**src/rtl/ps2_key_ctrl_if.sv**
```systemverilog
// Scancode-in / key-event-out bundle between the PS/2 receiver, the sequencer and its consumers.
interface ps2_key_ctrl_if #(
    parameter int DEPTH = 8
);
    localparam int LW = $clog2(DEPTH) + 1;

    logic [7:0]    rx_data;
    logic          rx_valid;
    logic          ev_ready;
    logic          ovf_clr;
    logic          ev_valid;
    logic [7:0]    ev_code;
    logic          ev_ext;
    logic          ev_break;
    logic          ev_repeat;
    logic [LW-1:0] fifo_level;
    logic          overflow;
    logic          shift;
    logic          ctrl;
    logic          caps_lock;

    modport master (
        output rx_data, rx_valid, ev_ready, ovf_clr,
        input  ev_valid, ev_code, ev_ext, ev_break, ev_repeat,
        input  fifo_level, overflow, shift, ctrl, caps_lock
    );

    modport slave (
        input  rx_data, rx_valid, ev_ready, ovf_clr,
        output ev_valid, ev_code, ev_ext, ev_break, ev_repeat,
        output fifo_level, overflow, shift, ctrl, caps_lock
    );
endinterface

```
**src/rtl/ps2_key_ctrl.sv**
```systemverilog
// Folds E0/F0 prefixes into key events, tracks modifiers/repeat, queues events in a FWFT FIFO.
// One cycle from rx_valid to ev_valid; events arriving while the FIFO is full (and not popping) are dropped.
module ps2_key_ctrl #(
    parameter int DEPTH       = 8,
    parameter int TIMEOUT_CYC = 1000000
) (
    input  logic          clk,
    input  logic          resetn,
    ps2_key_ctrl_if.slave bus
);
    localparam int AW = $clog2(DEPTH);
    localparam int LW = AW + 1;
    localparam int TW = $clog2(TIMEOUT_CYC) + 1;
    localparam logic [TW-1:0] TMO_LAST = TW'(TIMEOUT_CYC - 1);

    typedef enum logic [1:0] {S_IDLE, S_E0, S_F0, S_E0F0} state_t;
    typedef struct packed {
        logic       rpt;
        logic       brk;
        logic       ext;
        logic [7:0] code;
    } ev_t;

    state_t        state_q, state_d;
    logic [TW-1:0] tmo_q, tmo_d;
    logic          is_e0, is_f0, is_ctl, tmo_hit;
    logic          gen_ev, cur_ext, cur_brk, cur_rpt, lm_hit;
    logic          lm_vld_q, lm_ext_q;
    logic [7:0]    lm_code_q;
    logic          lshift_q, rshift_q, lctrl_q, rctrl_q, caps_q, ovf_q;
    ev_t           mem_q [DEPTH];
    ev_t           head, wr_word;
    logic [AW-1:0] wr_ptr_q, rd_ptr_q;
    logic [LW-1:0] level_q, level_d;
    logic          full, empty, push, pop, drop;

    assign is_e0   = bus.rx_data == 8'hE0;
    assign is_f0   = bus.rx_data == 8'hF0;
    assign is_ctl  = bus.rx_data inside {8'h00, 8'hAA, 8'hEE, 8'hFA, 8'hFC, 8'hFE, 8'hFF};
    assign tmo_hit = (state_q != S_IDLE) && (tmo_q == TMO_LAST);

    always_ff @(posedge clk) begin
        if (!resetn) begin
            state_q <= S_IDLE;
            tmo_q   <= '0;
        end else begin
            state_q <= state_d;
            tmo_q   <= tmo_d;
        end
    end

    // A byte arriving on the timeout cycle still counts against the pending prefix.
    always_comb begin
        state_d = state_q;
        tmo_d   = (bus.rx_valid || state_q == S_IDLE || tmo_hit) ? '0 : tmo_q + TW'(1);
        if (bus.rx_valid) begin
            if (is_e0)
                state_d = S_E0;
            else if (is_f0)
                state_d = (state_q == S_E0 || state_q == S_E0F0) ? S_E0F0 : S_F0;
            else
                state_d = S_IDLE;
        end else if (tmo_hit) begin
            state_d = S_IDLE;
        end
    end

    always_comb begin
        gen_ev  = 1'b0;
        cur_ext = 1'b0;
        cur_brk = 1'b0;
        if (bus.rx_valid && !is_e0 && !is_f0 && !is_ctl) begin
            gen_ev  = 1'b1;
            cur_ext = (state_q == S_E0) || (state_q == S_E0F0);
            cur_brk = (state_q == S_F0) || (state_q == S_E0F0);
        end
    end

    assign lm_hit  = lm_vld_q && (lm_ext_q == cur_ext) && (lm_code_q == bus.rx_data);
    assign cur_rpt = !cur_brk && lm_hit;
    assign wr_word = {cur_rpt, cur_brk, cur_ext, bus.rx_data};

    // Key-state tracking follows every generated event, including dropped ones.
    always_ff @(posedge clk) begin
        if (!resetn) begin
            lm_vld_q  <= 1'b0;
            lm_ext_q  <= 1'b0;
            lm_code_q <= '0;
            lshift_q  <= 1'b0;
            rshift_q  <= 1'b0;
            lctrl_q   <= 1'b0;
            rctrl_q   <= 1'b0;
            caps_q    <= 1'b0;
        end else if (gen_ev) begin
            if (!cur_brk && !lm_hit) begin
                lm_vld_q  <= 1'b1;
                lm_ext_q  <= cur_ext;
                lm_code_q <= bus.rx_data;
            end else if (cur_brk && lm_hit) begin
                lm_vld_q  <= 1'b0;
            end
            if (!cur_ext && bus.rx_data == 8'h12) lshift_q <= !cur_brk;
            if (!cur_ext && bus.rx_data == 8'h59) rshift_q <= !cur_brk;
            if (!cur_ext && bus.rx_data == 8'h14) lctrl_q  <= !cur_brk;
            if ( cur_ext && bus.rx_data == 8'h14) rctrl_q  <= !cur_brk;
            if (!cur_ext && !cur_brk && !cur_rpt && bus.rx_data == 8'h58) caps_q <= !caps_q;
        end
    end

    assign full  = level_q == LW'(DEPTH);
    assign empty = level_q == '0;
    assign pop   = !empty && bus.ev_ready;
    assign push  = gen_ev && (!full || pop);
    assign drop  = gen_ev && full && !pop;

    always_comb begin
        level_d = level_q;
        case ({push, pop})
            2'b10:   level_d = level_q + LW'(1);
            2'b01:   level_d = level_q - LW'(1);
            default: level_d = level_q;
        endcase
    end

    always_ff @(posedge clk) begin
        if (!resetn) begin
            wr_ptr_q <= '0;
            rd_ptr_q <= '0;
            level_q  <= '0;
            ovf_q    <= 1'b0;
        end else begin
            if (push) wr_ptr_q <= wr_ptr_q + AW'(1);
            if (pop)  rd_ptr_q <= rd_ptr_q + AW'(1);
            level_q <= level_d;
            if (drop)             ovf_q <= 1'b1;
            else if (bus.ovf_clr) ovf_q <= 1'b0;
        end
    end

    always_ff @(posedge clk) begin
        if (push) mem_q[wr_ptr_q] <= wr_word;
    end

    assign head           = mem_q[rd_ptr_q];
    assign bus.ev_valid   = !empty;
    assign bus.ev_code    = empty ? 8'h00 : head.code;
    assign bus.ev_ext     = !empty && head.ext;
    assign bus.ev_break   = !empty && head.brk;
    assign bus.ev_repeat  = !empty && head.rpt;
    assign bus.fifo_level = level_q;
    assign bus.overflow   = ovf_q;
    assign bus.shift      = lshift_q || rshift_q;
    assign bus.ctrl       = lctrl_q || rctrl_q;
    assign bus.caps_lock  = caps_q;
endmodule
```
**src/flat_wrapper.sv**
```systemverilog
// flat-port wrapper written by rule: the top's interface ports become plain ports
module ps2_key_ctrl_flat 
#(
    parameter int DEPTH       = 8,
    parameter int TIMEOUT_CYC = 1000000
)
  (clk, resetn, bus_rx_data, bus_rx_valid, bus_ev_ready, bus_ovf_clr, bus_ev_valid, bus_ev_code, bus_ev_ext, bus_ev_break, bus_ev_repeat, bus_fifo_level, bus_overflow, bus_shift, bus_ctrl, bus_caps_lock);
  ps2_key_ctrl_if #(.DEPTH(DEPTH)) bus_i ();
  input  logic clk;
  input  logic resetn;
  input wire logic [$bits(bus_i.rx_data)-1:0] bus_rx_data;
  input wire logic [$bits(bus_i.rx_valid)-1:0] bus_rx_valid;
  input wire logic [$bits(bus_i.ev_ready)-1:0] bus_ev_ready;
  input wire logic [$bits(bus_i.ovf_clr)-1:0] bus_ovf_clr;
  output wire logic [$bits(bus_i.ev_valid)-1:0] bus_ev_valid;
  output wire logic [$bits(bus_i.ev_code)-1:0] bus_ev_code;
  output wire logic [$bits(bus_i.ev_ext)-1:0] bus_ev_ext;
  output wire logic [$bits(bus_i.ev_break)-1:0] bus_ev_break;
  output wire logic [$bits(bus_i.ev_repeat)-1:0] bus_ev_repeat;
  output wire logic [$bits(bus_i.fifo_level)-1:0] bus_fifo_level;
  output wire logic [$bits(bus_i.overflow)-1:0] bus_overflow;
  output wire logic [$bits(bus_i.shift)-1:0] bus_shift;
  output wire logic [$bits(bus_i.ctrl)-1:0] bus_ctrl;
  output wire logic [$bits(bus_i.caps_lock)-1:0] bus_caps_lock;
  assign bus_i.rx_data = bus_rx_data;
  assign bus_i.rx_valid = bus_rx_valid;
  assign bus_i.ev_ready = bus_ev_ready;
  assign bus_i.ovf_clr = bus_ovf_clr;
  assign bus_ev_valid = bus_i.ev_valid;
  assign bus_ev_code = bus_i.ev_code;
  assign bus_ev_ext = bus_i.ev_ext;
  assign bus_ev_break = bus_i.ev_break;
  assign bus_ev_repeat = bus_i.ev_repeat;
  assign bus_fifo_level = bus_i.fifo_level;
  assign bus_overflow = bus_i.overflow;
  assign bus_shift = bus_i.shift;
  assign bus_ctrl = bus_i.ctrl;
  assign bus_caps_lock = bus_i.caps_lock;
  ps2_key_ctrl #(.DEPTH(DEPTH), .TIMEOUT_CYC(TIMEOUT_CYC)) u_core (.clk(clk), .resetn(resetn), .bus(bus_i));
endmodule
```
**config.mk**
```make
export PLATFORM = sky130hd
export DESIGN_NAME = ps2_key_ctrl_flat
export DESIGN_NICKNAME = d
export VERILOG_FILES = /design/src/rtl/ps2_key_ctrl_if.sv /design/src/rtl/ps2_key_ctrl.sv /design/src/flat_wrapper.sv
export SDC_FILE = /design/constraint.sdc
export NUM_CORES = 1
export LEC_CHECK = 0
export CORE_MARGIN = 2
export CORE_UTILIZATION = 45
export CTS_CLUSTER_SIZE = 20
export DETAILED_ROUTE_END_ITERATION = 10
export GPL_TIMING_DRIVEN = 0
export PLACE_DENSITY = 0.67
export SLEW_MARGIN = 10
export SYNTH_ARGS = -nofsm -noshare
export SYNTH_HDL_FRONTEND = slang
export SYNTH_SLANG_ARGS = --single-unit
```
**constraint.sdc**
```tcl
create_clock -name clk -period 4.9 [get_ports clk]
set_clock_uncertainty 0.15 [all_clocks]
set_input_delay 0.98 -clock clk [delete_from_list [all_inputs] [get_ports clk]]
set_output_delay 0.98 -clock clk [all_outputs]
set_load 0.03 [all_outputs]
```
# Word-level counts from Yosys, hierarchy flattened
# Memories as Yosys holds them, arrays and structs flattened. A register that Yosys moved wholly into a read port is not among the register bits.
# Cells that the tools add are included.
[op_classes]
bitwise = 1
reduce_logical = 58
mux = 18
n_eq_ne = 21
addsub = 5
[ops]
columns = ["operator", "n"]
rows = [
  ["== test 8 bit, second input constant", 8],
  ["logical AND 1 bit", 23],
  ["adder 21 x 1 -> 21 bit, second input constant", 1],
  ["== test 21 x 20 -> 1 bit, second input constant", 1],
  ["== test 8 x 5 -> 1 bit, second input constant", 2],
  ["== test 8 x 7 -> 1 bit, second input constant", 2],
  ["AND reduction 2 bit", 7],
  ["zero test 1 bit", 11],
  ["2-to-1 mux 1 bit", 10],
  ["nonzero test 2 bit", 5],
  ["== test 8 bit", 1],
  ["zero test 8 bit", 1],
  ["2-to-1 mux 2 bit", 4],
  ["2-to-1 mux 8 bit", 1],
  ["case mux 4 bit (2 select lines)", 1],
  ["logical OR 1 bit", 7],
  ["nonzero test 7 bit", 1],
  ["adder 3 x 1 -> 3 bit, second input constant", 2],
  ["== test 2 bit, second input constant", 3],
  ["2-to-1 mux 3 bit", 2],
  ["adder 4 x 1 -> 4 bit, second input constant", 1],
  ["== test 2 x 1 -> 1 bit, second input constant", 2],
  ["== test 4 bit, second input constant", 1],
  ["zero test 4 bit", 1],
  ["5 further kinds", 5],
]
[word_totals]
reg_bits = 49
mem_count = 1
elab_cells = 118
in_bits = 13
output_inout_bits = 20
ramBits = 88
[memory_table]
columns = ["memory", "words", "word_bits", "rd", "rd_ports_with_merged_regs", "wr", "line", "text"]
rows = [
  ["u_core.mem_q", 8, 11, 1, 1, 1, "ps2_key_ctrl.sv:31", "ev_t mem_q [DEPTH];"],
]

# Depth between registers and ports, before layout
[logic_depth]
word_depth = 14
depth_mapped = 12
mapped_depth_nobuf = 11

# Least setup slack after synthesis
# OpenSTA, ideal clock, no wires.
[synth_timing]
path_type = "in2reg"
startpoint = "input bus_rx_data[0]"
endpoint = "memory u_core.mem_q[4][0] in the netlist's numbering (enable)"
n_path_buf = 1
required_ps = 4338
t_arrival_ps = 3457
setup_slack_ps = 881
setup_time_ps = 412
cell_stages = 7
path_cell_list = "buf_2 and3b_1 a211oi_1 o21ai_0 nor2_1 nand2_1 nor4b_1"
[synth_via]
elab_chain_cells = 9
word_cells_on_any_way = 20
classes_between = "8 x eq/ne; 3 x mux; 9 x reduce/logical"
[synth_rtl]
columns = ["element", "line", "text"]
rows = [
  ["from (decl)", "flat_wrapper.sv:11", "input wire logic [$bits(bus_i.rx_data)-1:0] bus_rx_data;"],
  ["branches (longest 4 deep; another with == test 8 bit)", "--", ""],
  ["logical AND 1 bit (*)", "ps2_key_ctrl.sv:72", "if (bus.rx_valid && !is_e0 && !is_f0 && !is_ctl) begin"],
  ["2-to-1 mux 1 bit (*)", "ps2_key_ctrl.sv:72", ""],
  ["logical AND 1 bit (*)", "ps2_key_ctrl.sv:113", "assign push = gen_ev && (!full || pop);"],
  ["2-to-1 mux 1 bit (*)", "ps2_key_ctrl.sv:141", "if (push) mem_q[wr_ptr_q] <= wr_word;"],
  ["2-to-1 mux 1 bit (implied by the code) (*)", "ps2_key_ctrl.sv:141", ""],
  ["to (decl)", "ps2_key_ctrl.sv:31", ""],
]
# Every way passes the cells marked *.

# Final worst setup path
[layout_timing]
startpoint = "input bus_rx_data[2]"
endpoint = "register u_core.caps_q, in the netlist u_core.bus.caps_lock"
[layout_via]
elab_chain_cells = 14
word_cells_on_any_way = 32
classes_between = "11 x eq/ne; 3 x mux; 18 x reduce/logical"
[layout_rtl]
columns = ["element", "line", "text"]
rows = [
  ["branches (longest 9 deep; another with == test 8 bit)", "--", ""],
  ["logical AND 1 bit (*)", "ps2_key_ctrl.sv:80", "assign cur_rpt = !cur_brk && lm_hit;"],
  ["net u_core.cur_rpt", "ps2_key_ctrl.sv:27", "logic gen_ev, cur_ext, cur_brk, cur_rpt, lm_hit;"],
  ["zero test 1 bit (*)", "ps2_key_ctrl.sv:106", "if (!cur_ext && !cur_brk && !cur_rpt && bus.rx_data == 8'h58) caps_q <= !caps_q;"],
  ["logical AND 1 bit (*) (2 in series)", "ps2_key_ctrl.sv:106", ""],
  ["AND reduction 2 bit (no source line) (*)", "--", ""],
  ["to (signal assigned)", "ps2_key_ctrl.sv:106", ""],
  ["to (decl)", "ps2_key_ctrl.sv:30", "logic lshift_q, rshift_q, lctrl_q, rctrl_q, caps_q, ovf_q;"],
]
# Mark *: on every way through the listed nets, which the timed path passes.
# A chain may end at the register's enable or synchronous reset.

==> metrics.txt <==
Max Freq=217 MHz; Sw Ratio=approximately 29%; worst-margin pin slew=1160 ps; Routed wire per std cell=16.9 um; Synth top area share=44.1%; sequential power share=40.1%; Int Power=around 0.0024 W; hold depth=1; PwrDens=~470 mW/mm^2; area post-placement=0.00662 mm^2; post-DP HPWL=8200 um; RSZ-0062 raised after global routing=false; initial antenna violation count=0; hold path endpoint=u_core.tmo_q[0]; Reg2Reg Capture Point=u_core.bus.fifo_level[3]; GRT Util Overall=18.1%; top layer in use=met4; initial drt markers=140; maximum VDD drop=0.000309 V; critical path class=primary input to flop; Worst R2R Start=u_core.bus.fifo_level[0]; Fin. Hold Viols=0; number of synthesized flops with an enable pin=88; drt first pass iters=4; Syn Nets=around 470; Final Max Slew Viols=0; Hold Path Class=flop to flop; Area Overhead vs Synth=20.2%; status=complete, no violations; Worst slew margin=between 20% and 30%; PnR worst setup slack=298 ps; clock-pin slew on the worst setup and hold paths=50 ps; Clk pwr share=37.0%; Root Driver=clkbuf_16; DRT Wirelength=11800 um; starting density of the core=45.6%; fin crit share=93.9%; # resized after CTS=0; synthesized area=0.00599 mm^2; top cells by area, synth=edfxtp_1 (44%), dfxtp_1 (17%), mux4_2 (8.3%), mux2i_1 (4.0%), nor2_1 (3.9%); dominant synthesized flop cell=edfxtp_1; routed wire length on met3=487 um; num rows=42; Vias=between 3k and 4k; Syn Area/Cell=roughly 13 um^2; design area=0.00720 mm^2; hold slack=308 ps; Die Y=119 um; Core Util, Final=between 50% and 60%; sequential element share of the synthesized area=61.5%; DRT antenna net count=0; pre-CTS setup slack=-239 ps; Layout fillers=1112; worst-path maximum fanout=11; area leader, netlist=edfxtp_1; ys async rst share=0%; NetSw=0.000959 W; commonest non-fill, non-tap cell in the layout=edfxtp_1; drt drc=0; CP max-delay cell=clkdlybuf4s50_1; CP Data Required Time=5030 ps; Mapped Cells=450; Die Wd=119 um; GPL Wtd Cong=between 0.7 and 0.8; max-cap violations=0; post-CTS setup buffers=0; ant diodes=0; port buffer count=31; vias in the first global route=3745; hold_sp=u_core.tmo_q[0]; core region area=0.0131 mm^2; clock buffer depth=2; R2R depth=11; IO Count=33; quantity of hold-fixing buffers added after cts=0; largest net degree at the start of global routing=17; worst path cell trace=clkdlybuf4s50_1 > buf_2 > nor3_1 > a211oi_1 > o21a_1 > nand3_1 > xor2_1 > and4_1 > ha_1 > or4_1 > nor4_1 > xnor2_1 > nor2_1; DR WL met2=5980 um; Clk Latency, worst-skew pair=420 ps; setup_tns=0 ps; Die ar.=0.0143 mm^2; TritonCTS clock tree=built; count of state elements after synthesis=140; Critical Path End Type=flop; Synth cell types=52; crit start category=primary input; met1 WL=5190 um; combinational share of power=23.0%; total CTS buffers=17; Arr. time, crit path=4730 ps; first-pass GRT wire length=19400 um; leakage power=2.47 nW; clock sink count=140; htree depth=4; largest stage delay on the critical path=720 ps; Synthesis Warnings=0; post-route minimum period=4600 ps; Vias/cell=5.25; Nets=around 530; most frequent cells in the layout=edfxtp_1 (88), nor2_1 (62), dfxtp_1 (52); R2R Setup Slk=1800 ps; final setup violation count=0; GRT overflow=0; share of cells above drive strength 1=~17%
-- metrics by stage --
stage	power, W	std cells
2_1_floorplan	0.00188	450
3_3_place_gp	0.00212	657
3_5_place_dp	0.00215	664
4_1_cts	0.00339	696
5_1_grt	0.00350	696
6_report	0.00336	696
-- final cells by class --
cell class	count	area [um^2]	area share (%)
multi-input cells	277	2200	30.6
plain buffers	20	90.1	1.25
flip-flops and latches	140	3680	51.2
clock inverters	13	139	1.93
clock buffers	19	433	6.01
repair buffers	38	375	5.21
well taps	176	220	3.06
inverters	13	53.8	0.747
-- Yosys cell counts (all sizes together), types with 2 or more instances --
cell type	number
mux2i	24
nand3	11
mux4	22
or4	4
o21a	2
clkbuf	10
nor3b	4
nand3b	3
xnor2	17
ha	7
or3	2
nor4	10
nor4b	2
or3b	2
inv	12
and4	3
nand4	8
edfxtp	88
and3	7
xor2	18
a21oi	5
or2	3
nand2	29
nand2b	2
o21ai	5
nor3	8
buf	10
nor2	64
dfxtp	52
-- cells by family (layout without fill, tap and decap cells) --
group	Yosys count	after routing	share of synthesized area, %
AO/OA/AOI/OAI	23	23	2.90
XOR/XNOR	35	35	5.12
adder cells (fa/ha/maj)	8	8	1.80
buffers and inverters	33	103	2.40
flip-flops	140	140	61.5
multiplexers	46	46	12.3
AND/OR/NAND/NOR	165	165	14.0
-- registers in the layout, summed over array words and instances (netlist names), 2 cells and up, named ones only --
register               cells
u_core.wr_ptr_q            3
u_core.rd_ptr_q            3
u_core.bus.fifo_level      4
u_core.lm_code_q           8
u_core.tmo_q              21
u_core.state_q             2
u_core.mem_q              88
-- worst max path at each step --
stage / from / to / slack (ps) / depth (start not counted)
after floorplan: bus_rx_data[0] / u_core.mem_q[4][0] / 880 / 7
after global placement: bus_rx_data[2] / u_core.mem_q[4][6] / -1210 / 8
after detailed placement: bus_rx_data[2] / u_core.bus.caps_lock / -240 / 13
after CTS: bus_rx_data[2] / u_core.bus.caps_lock / 170 / 13
after global routing: bus_rx_data[2] / u_core.bus.caps_lock / 7 / 13
final: bus_rx_data[2] / u_core.bus.caps_lock / 300 / 13
-- critical path, delay by kind of cell --
| kind | cells | cell delay, ps |
|---|---|---|
| xor+xnor | 2 | 370 |
| simple gates | 6 | 1390 |
| buf+inv | 2 | 1010 |
| fa+ha+maj | 1 | 300 |
| compound gates | 2 | 680 |
-- layer usage --
| layer | up-vias | GRT usage, % |
|---|---|---|
| li1 | 1774 | - |
| met1 | 1801 | 22.8 |
| met2 | 71 | 30.4 |
| met3 | 9 | 4.89 |
| met4 | 0 | 6.25 |
| met5 | - | 0 |
-- power groups by stage --
stage	Combinational (W)	Clock [W]	Sequential, W
5_1_grt	0.000833	0.00131	0.00135
6_report	0.000772	0.00124	0.00135
4_1_cts	0.000783	0.00126	0.00135
2_1_floorplan	0.000498	0	0.00138
3_3_place_gp	0.000753	0	0.00137
3_5_place_dp	0.000783	0	0.00137
Note: power is estimated with default switching activity, not from simulation.
